### config.mk
export PLATFORM = sky130hd
export DESIGN_NAME = ula_pilha_seq
export DESIGN_NICKNAME = d
export VERILOG_FILES = /design/src/rtl/ula_pilha_pkg.sv /design/src/rtl/ula_core.sv /design/src/rtl/ula_pilha_seq.sv
export SDC_FILE = /design/constraint.sdc
export NUM_CORES = 1
export LEC_CHECK = 0
export CORE_ASPECT_RATIO = 0.9
export CORE_MARGIN = 3
export CORE_UTILIZATION = 60
export DETAILED_ROUTE_END_ITERATION = 10
export PLACE_DENSITY = 0.79
export REMOVE_ABC_BUFFERS = 1
export SLEW_MARGIN = 20
export SYNTH_ARGS = -nofsm -noshare
export SYNTH_HDL_FRONTEND = slang
export SYNTH_SLANG_ARGS = --single-unit
export TNS_END_PERCENT = 1
### constraint.sdc
create_clock -name clk -period 10.39 [get_ports clk]
set_input_delay 3.117 -clock clk [delete_from_list [all_inputs] [get_ports clk]]
set_output_delay 3.117 -clock clk [all_outputs]
set_load 0.02 [all_outputs]
### src/rtl/ula_pilha_pkg.sv
// Shared opcodes, FSM state encoding and opcode classification helpers
// for the stack-ALU sequencer.
package ula_pilha_pkg;

    localparam int OPCODE_W = 4;

    localparam logic [OPCODE_W-1:0] OP_ADD = 4'd0;
    localparam logic [OPCODE_W-1:0] OP_SUB = 4'd1;
    localparam logic [OPCODE_W-1:0] OP_MUL = 4'd2;
    localparam logic [OPCODE_W-1:0] OP_AND = 4'd3;
    localparam logic [OPCODE_W-1:0] OP_OR  = 4'd4;
    localparam logic [OPCODE_W-1:0] OP_XOR = 4'd5;
    localparam logic [OPCODE_W-1:0] OP_SHL = 4'd6;
    localparam logic [OPCODE_W-1:0] OP_SHR = 4'd7;
    localparam logic [OPCODE_W-1:0] OP_LT  = 4'd8;
    localparam logic [OPCODE_W-1:0] OP_EQ  = 4'd9;
    localparam logic [OPCODE_W-1:0] OP_NOT = 4'd10;
    localparam logic [OPCODE_W-1:0] OP_NEG = 4'd11;

    typedef enum logic [2:0] {
        ST_IDLE   = 3'd0,
        ST_POP_B  = 3'd1,
        ST_WAIT_B = 3'd2,
        ST_POP_A  = 3'd3,
        ST_WAIT_A = 3'd4,
        ST_EXEC   = 3'd5,
        ST_PUSH   = 3'd6,
        ST_DONE   = 3'd7
    } state_t;

    function automatic logic is_unary(input logic [OPCODE_W-1:0] op);
        return (op == OP_NOT) || (op == OP_NEG);
    endfunction

    function automatic logic is_legal(input logic [OPCODE_W-1:0] op);
        return op <= OP_NEG;
    endfunction

endpackage

### src/rtl/ula_core.sv
// Combinational stack-ALU datapath: A is the second pop, B the top of stack.
module ula_core
    import ula_pilha_pkg::*;
#(
    parameter int DW  = 16,
    parameter int RW  = 32,
    parameter int OPW = 4
) (
    input  logic [OPW-1:0] opcode,
    input  logic [DW-1:0]  a,
    input  logic [DW-1:0]  b,
    output logic [RW-1:0]  result
);

    logic [RW-1:0] a_z, b_z, a_s, b_s;
    logic [DW-1:0] b_inv;

    assign a_z   = {{(RW-DW){1'b0}}, a};
    assign b_z   = {{(RW-DW){1'b0}}, b};
    assign a_s   = {{(RW-DW){a[DW-1]}}, a};
    assign b_s   = {{(RW-DW){b[DW-1]}}, b};
    assign b_inv = ~b;

    always_comb begin
        result = '0;
        case (opcode)
            OP_ADD: result = a_z + b_z;
            OP_SUB: result = a_s - b_s;
            OP_MUL: result = a_z * b_z;
            OP_AND: result = a_z & b_z;
            OP_OR:  result = a_z | b_z;
            OP_XOR: result = a_z ^ b_z;
            OP_SHL: result = a_z << b[3:0];
            OP_SHR: result = a_z >> b[3:0];
            OP_LT:  result = {{(RW-1){1'b0}}, ($signed(a) < $signed(b))};
            OP_EQ:  result = {{(RW-1){1'b0}}, (a == b)};
            OP_NOT: result = {{(RW-DW){1'b0}}, b_inv};
            OP_NEG: result = '0 - b_s;
            default: result = '0;
        endcase
    end

endmodule

### src/rtl/ula_pilha_seq.sv
// Stack-ALU sequencer: pops operands, computes via ula_core, pushes result.
//   state   | meaning
//   IDLE    | waiting for start
//   POP_B   | pop top of stack (B), or underflow
//   WAIT_B  | capture B from stack read data
//   POP_A   | pop second operand (A), or underflow
//   WAIT_A  | capture A
//   EXEC    | register result and flags
//   PUSH    | write result through the ALU data path
//   DONE    | completion pulse, err if error path taken
module ula_pilha_seq
    import ula_pilha_pkg::*;
#(
    parameter int DW  = 16,
    parameter int RW  = 32,
    parameter int OPW = 4
) (
    input  logic           clk,
    input  logic           rst,
    input  logic           start,
    input  logic [OPW-1:0] opcode,
    input  logic           stk_empty,
    input  logic [DW-1:0]  stk_dout,
    output logic           stk_pop,
    output logic           stk_push,
    output logic           stk_sel,
    output logic [RW-1:0]  stk_din,
    output logic           busy,
    output logic           done,
    output logic           err,
    output logic           flag_z,
    output logic           flag_n
);

    state_t         state_q, state_d;
    logic [OPW-1:0] op_q, op_d;
    logic [DW-1:0]  a_q, a_d, b_q, b_d;
    logic [RW-1:0]  din_q, din_d;
    logic           z_q, z_d, n_q, n_d, err_q, err_d;
    logic [RW-1:0]  alu_res;

    ula_core #(.DW(DW), .RW(RW), .OPW(OPW)) u_core (
        .opcode (op_q),
        .a      (a_q),
        .b      (b_q),
        .result (alu_res)
    );

    always_ff @(posedge clk or negedge rst) begin
        if (!rst) begin
            state_q <= ST_IDLE;
            op_q    <= '0;
            a_q     <= '0;
            b_q     <= '0;
            din_q   <= '0;
            z_q     <= 1'b0;
            n_q     <= 1'b0;
            err_q   <= 1'b0;
        end else begin
            state_q <= state_d;
            op_q    <= op_d;
            a_q     <= a_d;
            b_q     <= b_d;
            din_q   <= din_d;
            z_q     <= z_d;
            n_q     <= n_d;
            err_q   <= err_d;
        end
    end

    always_comb begin
        state_d  = state_q;
        op_d     = op_q;
        a_d      = a_q;
        b_d      = b_q;
        din_d    = din_q;
        z_d      = z_q;
        n_d      = n_q;
        err_d    = err_q;
        stk_pop  = 1'b0;
        stk_push = 1'b0;
        stk_sel  = 1'b0;
        done     = 1'b0;
        err      = 1'b0;
        case (state_q)
            ST_IDLE: begin
                if (start) begin
                    op_d  = opcode;
                    err_d = !is_legal(opcode);
                    state_d = is_legal(opcode) ? ST_POP_B : ST_DONE;
                end
            end
            ST_POP_B: begin
                if (stk_empty) begin
                    err_d   = 1'b1;
                    state_d = ST_DONE;
                end else begin
                    stk_pop = 1'b1;
                    state_d = ST_WAIT_B;
                end
            end
            ST_WAIT_B: begin
                b_d     = stk_dout;
                state_d = is_unary(op_q) ? ST_EXEC : ST_POP_A;
            end
            ST_POP_A: begin
                if (stk_empty) begin
                    err_d   = 1'b1;
                    state_d = ST_DONE;
                end else begin
                    stk_pop = 1'b1;
                    state_d = ST_WAIT_A;
                end
            end
            ST_WAIT_A: begin
                a_d     = stk_dout;
                state_d = ST_EXEC;
            end
            ST_EXEC: begin
                din_d   = alu_res;
                z_d     = (alu_res == '0);
                n_d     = alu_res[RW-1];
                state_d = ST_PUSH;
            end
            ST_PUSH: begin
                stk_push = 1'b1;
                stk_sel  = 1'b1;
                state_d  = ST_DONE;
            end
            ST_DONE: begin
                done    = 1'b1;
                err     = err_q;
                state_d = ST_IDLE;
            end
            default: state_d = ST_IDLE;
        endcase
    end

    assign busy    = (state_q != ST_IDLE);
    assign stk_din = din_q;
    assign flag_z  = z_q;
    assign flag_n  = n_q;

endmodule

==> metrics.txt <==
# TYPE chip_impl_metric gauge
chip_impl_metric{name="dp.final_hpwl",unit="um"} 48800
chip_impl_metric{name="area_growth_syn_to_layout",unit="%"} 7.01
chip_impl_info{name="critPathLaunchType",value="flop"} 1
chip_impl_metric{name="max_slew.worst_pin.slew",unit="ns"} 1.17
chip_impl_metric{name="clkTransAtPathRegs",unit="ns"} 0.07
chip_impl_metric{name="initial_utilization",unit=""} 0.612
chip_impl_metric{name="grt_antenna_before_repair",unit=""} 2
chip_impl_metric{name="grt_first_pass_wirelength",unit="um"} 97400
chip_impl_metric{name="timing_max_transition_violations_final",unit=""} 0
chip_impl_info{name="outcome",value="completed"} 1
chip_impl_metric{name="timing.final.hold_violations",unit=""} 0
chip_impl_metric{name="met2RoutedLength",unit="um"} 27300
chip_impl_metric{name="layout_min_cycle_time",unit="ns"} 8.87
chip_impl_info{name="root_buffer",value="sky130_fd_sc_hd__clkbuf_16"} 1
chip_impl_metric{name="io_buffer_count",unit=""} 63
chip_impl_info{name="min-delay-path-class",value="flop to flop"} 1
chip_impl_metric{name="detail_route.wl_per_cell",unit="um"} 27.3
chip_impl_metric{name="via_per_inst",unit=""} 6.77
chip_impl_metric{name="route.antenna.remaining_nets",unit=""} 0
chip_impl_metric{name="firstDrtPassIters",unit=""} 8
chip_impl_info{name="grt_setup_unrepaired",value="false"} 1
chip_impl_info{name="most_frequent_standard_cell_in_the_layout_excluding_fill_and_tap_cells",value="sky130_fd_sc_hd__nand2_1"} 1
chip_impl_info{name="most_frequent_cells_in_the_layout",value="sky130_fd_sc_hd__nand2_1, sky130_fd_sc_hd__inv_1, sky130_fd_sc_hd__nor2_1, sky130_fd_sc_hd__fa_1, sky130_fd_sc_hd__ha_1"} 1
chip_impl_metric{name="cts_sinks",unit=""} 73
chip_impl_info{name="clock_tree_from_tritoncts",value="built"} 1
chip_impl_metric{name="final_nets",unit=""} 2388
chip_impl_metric{name="pin_count",unit=""} 64
chip_impl_metric{name="clock_path_buffers",unit=""} 2
chip_impl_metric{name="cp_data_required_time",unit="ns"} 10.70
chip_impl_metric{name="achievable_freq",unit="GHz"} 0.113
chip_impl_metric{name="setup_total_neg_slack",unit="ns"} 0
chip_impl_metric{name="route.detailed.drc",unit=""} 0
chip_impl_metric{name="final_util",unit=""} 0.655
chip_impl_metric{name="final_number_of_setup_violating_endpoints",unit=""} 0
chip_impl_metric{name="final_layout_size_suffix_gt1_frac",unit=""} 0.0421
chip_impl_metric{name="synth-edff-count",unit=""} 0
chip_impl_metric{name="finalHoldWorstSlack",unit="ns"} 0.467
chip_impl_info{name="synth_top_flop_cell",value="sky130_fd_sc_hd__dfrtp_1"} 1
chip_impl_info{name="setup.worst_path.class",value="flop to flop"} 1
chip_impl_metric{name="netlist-cell-type-count",unit=""} 84
chip_impl_info{name="timing.critical_path.to_type",value="flop"} 1
chip_impl_metric{name="arrival",unit="ns"} 9.18
chip_impl_metric{name="gp_congestion",unit=""} 1.08
chip_impl_metric{name="die_w",unit="um"} 178
chip_impl_metric{name="fp.dieArea",unit="um2"} 28700
chip_impl_metric{name="timing.final.crit_share",unit=""} 0.853
chip_impl_metric{name="antenna-diode-count",unit=""} 0
chip_impl_metric{name="placedInstanceArea",unit="um2"} 16800
chip_impl_metric{name="met1_length",unit="um"} 22800
chip_impl_metric{name="route.final.wire_length",unit="um"} 64700
chip_impl_metric{name="total_overflow_reported_by_the_global_router",unit=""} 0
chip_impl_metric{name="cap_violations",unit=""} 0
chip_impl_metric{name="final_cell_area",unit="um2"} 17100
chip_impl_metric{name="cts_buffers",unit=""} 9
chip_impl_metric{name="cts_hold_bufs",unit=""} 0
chip_impl_metric{name="die_h",unit="um"} 161
chip_impl_metric{name="synth_sequential_area_ratio",unit=""} 0.114
chip_impl_metric{name="grt.total_usage",unit=""} 0.459
chip_impl_metric{name="skew",unit="ns"} 0.0105
chip_impl_metric{name="wl_met3",unit="um"} 9410
chip_impl_metric{name="yosys_warnings",unit=""} 0
chip_impl_metric{name="drt_iter0_drc",unit=""} 2363
chip_impl_metric{name="cts_htree_levels",unit=""} 3
chip_impl_metric{name="grt_pass1_vias",unit=""} 16100
chip_impl_metric{name="maximum_number_of_pins_on_one_net_before_global_route_repair",unit=""} 74
chip_impl_metric{name="cts_setup_buffers",unit=""} 0
chip_impl_metric{name="synthCells",unit=""} 2034
chip_impl_metric{name="synth_area",unit="um2"} 16000
chip_impl_metric{name="core_area",unit="um2"} 26100
chip_impl_metric{name="synth_async_sr_flop_share",unit=""} 1.00
chip_impl_metric{name="crit_path_max_fanout",unit=""} 13
chip_impl_metric{name="synth_seq_cells",unit=""} 73
chip_impl_metric{name="ctsResizeCount",unit=""} 0
chip_impl_metric{name="syn_area_per_cell",unit="um2"} 7.86
chip_impl_info{name="dr.max_layer_used",value="met5"} 1
chip_impl_metric{name="via_count",unit=""} 16000
chip_impl_metric{name="worst_slew_margin_rel",unit=""} 0.220
chip_impl_metric{name="clock_network_latency_to_the_later_pin_of_the_worst_skew_pair",unit="ns"} 0.37
chip_impl_metric{name="placementRows",unit=""} 56
-- metrics by stage --
step | std cells | worst slack (ns)
after floorplan | 1914 | 2.92
after global placement | 2350 | 1.72
after detailed placement | 2350 | 1.93
after CTS | 2366 | 1.89
after global routing | 2366 | 1.44
final | 2366 | 1.52
-- worst max-delay path: stages, from the launching register on --
cell	delay, ns
sky130_fd_sc_hd__dfrtp_1	0.84
sky130_fd_sc_hd__clkinv_1	0.82
sky130_fd_sc_hd__nor2_1	0.58
sky130_fd_sc_hd__fa_1	0.52
sky130_fd_sc_hd__fa_1	0.46
sky130_fd_sc_hd__fa_1	0.52
sky130_fd_sc_hd__fa_1	0.44
sky130_fd_sc_hd__fa_1	0.49
sky130_fd_sc_hd__inv_1	0.06
sky130_fd_sc_hd__fa_1	0.47
sky130_fd_sc_hd__inv_1	0.04
sky130_fd_sc_hd__ha_1	0.36
sky130_fd_sc_hd__nand2_1	0.16
sky130_fd_sc_hd__nor4b_1	0.67
sky130_fd_sc_hd__o211ai_1	0.44
sky130_fd_sc_hd__nand3_1	0.25
sky130_fd_sc_hd__a21oi_1	0.16
sky130_fd_sc_hd__xnor2_1	0.17
sky130_fd_sc_hd__a22oi_1	0.28
sky130_fd_sc_hd__o21ai_0	0.14
sky130_fd_sc_hd__or4_1	0.54
sky130_fd_sc_hd__nor4_1	0.18
sky130_fd_sc_hd__a32o_1	0.21
-- flip-flops by register name (all words and copies together) (netlist names) --
register	cells
stk_din	32
b_q	16
err_q	1
a_q	16
state_q	3
flag_z	1
op_q	4
-- Yosys cell counts (5+ instances only) --
| cell | number | area, um2 |
|---|---|---|
| sky130_fd_sc_hd__a2111oi_0 | 9 | 78.8 |
| sky130_fd_sc_hd__a211o_1 | 6 | 52.6 |
| sky130_fd_sc_hd__a211oi_1 | 21 | 158 |
| sky130_fd_sc_hd__a21o_1 | 14 | 105 |
| sky130_fd_sc_hd__a21oi_1 | 86 | 430 |
| sky130_fd_sc_hd__a221oi_1 | 11 | 96.3 |
| sky130_fd_sc_hd__a22o_1 | 5 | 43.8 |
| sky130_fd_sc_hd__a22oi_1 | 12 | 90.1 |
| sky130_fd_sc_hd__a31oi_1 | 8 | 50.1 |
| sky130_fd_sc_hd__and2_1 | 7 | 43.8 |
| sky130_fd_sc_hd__and3_1 | 9 | 56.3 |
| sky130_fd_sc_hd__buf_1 | 15 | 56.3 |
| sky130_fd_sc_hd__clkbuf_1 | 100 | 375 |
| sky130_fd_sc_hd__clkinv_1 | 12 | 45.0 |
| sky130_fd_sc_hd__dfrtp_1 | 73 | 1830 |
| sky130_fd_sc_hd__fa_1 | 196 | 3920 |
| sky130_fd_sc_hd__ha_1 | 155 | 1940 |
| sky130_fd_sc_hd__inv_1 | 266 | 998 |
| sky130_fd_sc_hd__inv_2 | 9 | 33.8 |
| sky130_fd_sc_hd__mux2_2 | 12 | 135 |
| sky130_fd_sc_hd__mux2i_1 | 29 | 290 |
| sky130_fd_sc_hd__mux4_2 | 5 | 113 |
| sky130_fd_sc_hd__nand2_1 | 287 | 1080 |
| sky130_fd_sc_hd__nand2b_1 | 22 | 138 |
| sky130_fd_sc_hd__nand3_1 | 32 | 160 |
| sky130_fd_sc_hd__nand4_1 | 24 | 150 |
| sky130_fd_sc_hd__nor2_1 | 205 | 769 |
| sky130_fd_sc_hd__nor2b_1 | 17 | 106 |
| sky130_fd_sc_hd__nor3_1 | 41 | 205 |
| sky130_fd_sc_hd__nor3b_1 | 7 | 52.6 |
| sky130_fd_sc_hd__nor4_1 | 9 | 56.3 |
| sky130_fd_sc_hd__o211ai_1 | 18 | 135 |
| sky130_fd_sc_hd__o21a_1 | 10 | 75.1 |
| sky130_fd_sc_hd__o21ai_0 | 110 | 551 |
| sky130_fd_sc_hd__o21ai_1 | 12 | 60.1 |
| sky130_fd_sc_hd__o21bai_1 | 7 | 52.6 |
| sky130_fd_sc_hd__o22a_1 | 6 | 52.6 |
| sky130_fd_sc_hd__o22ai_1 | 17 | 106 |
| sky130_fd_sc_hd__o31ai_1 | 9 | 67.6 |
| sky130_fd_sc_hd__o32ai_1 | 7 | 61.3 |
| sky130_fd_sc_hd__or3_1 | 6 | 37.5 |
| sky130_fd_sc_hd__or4_1 | 8 | 60.1 |
| sky130_fd_sc_hd__xnor2_1 | 31 | 272 |
| sky130_fd_sc_hd__xor2_1 | 10 | 87.6 |
-- cells by family after synthesis --
logic type | after synthesis | synth area share
muxes | 49 | 0.0358
buffers and inverters | 407 | 0.0962
adders and majority gates | 351 | 0.367
xor gates and xnor gates | 41 | 0.0225
AOI/OAI and AO/OA | 416 | 0.169
DFF | 73 | 0.114
and+or+nand+nor | 697 | 0.195
-- worst paths after layout --
| check | startpoint | to | slack [ns] | depth (start not counted) |
|---|---|---|---|---|
| min in group asynchronous | rst | a_q[0] | 2.71 | 1 |
| max | b_q[15] | flag_z | 1.52 | 22 |
| max in group asynchronous | rst | stk_din[2] | 7.02 | 1 |
| min | stk_din[25] | stk_din[25] | 0.47 | 2 |
| max reg2reg | b_q[15] | flag_z | 1.52 | 22 |
| min reg2reg | stk_din[25] | stk_din[25] | 0.47 | 2 |
-- area by class of cell --
cell class	instances	area, um2
Sequential cell	73	1830
Clock buffer	11	233
Tap cell	348	435
Clock inverter	5	56.3
Fill cell	2209	9020
Timing Repair Buffer	88	820
Inverter	287	1080
Multi-Input combinational cell	1554	12700
-- routing by layer --
layer	GRT usage	vias to the layer above
li1	-	6754
met1	0.578	7606
met2	0.677	1284
met3	0.160	360
met4	0.278	4
met5	0	-
Power is left out: the tool's default activity adds up to more than one toggle a clock period on the data nets, which glitch-free logic cannot reach.
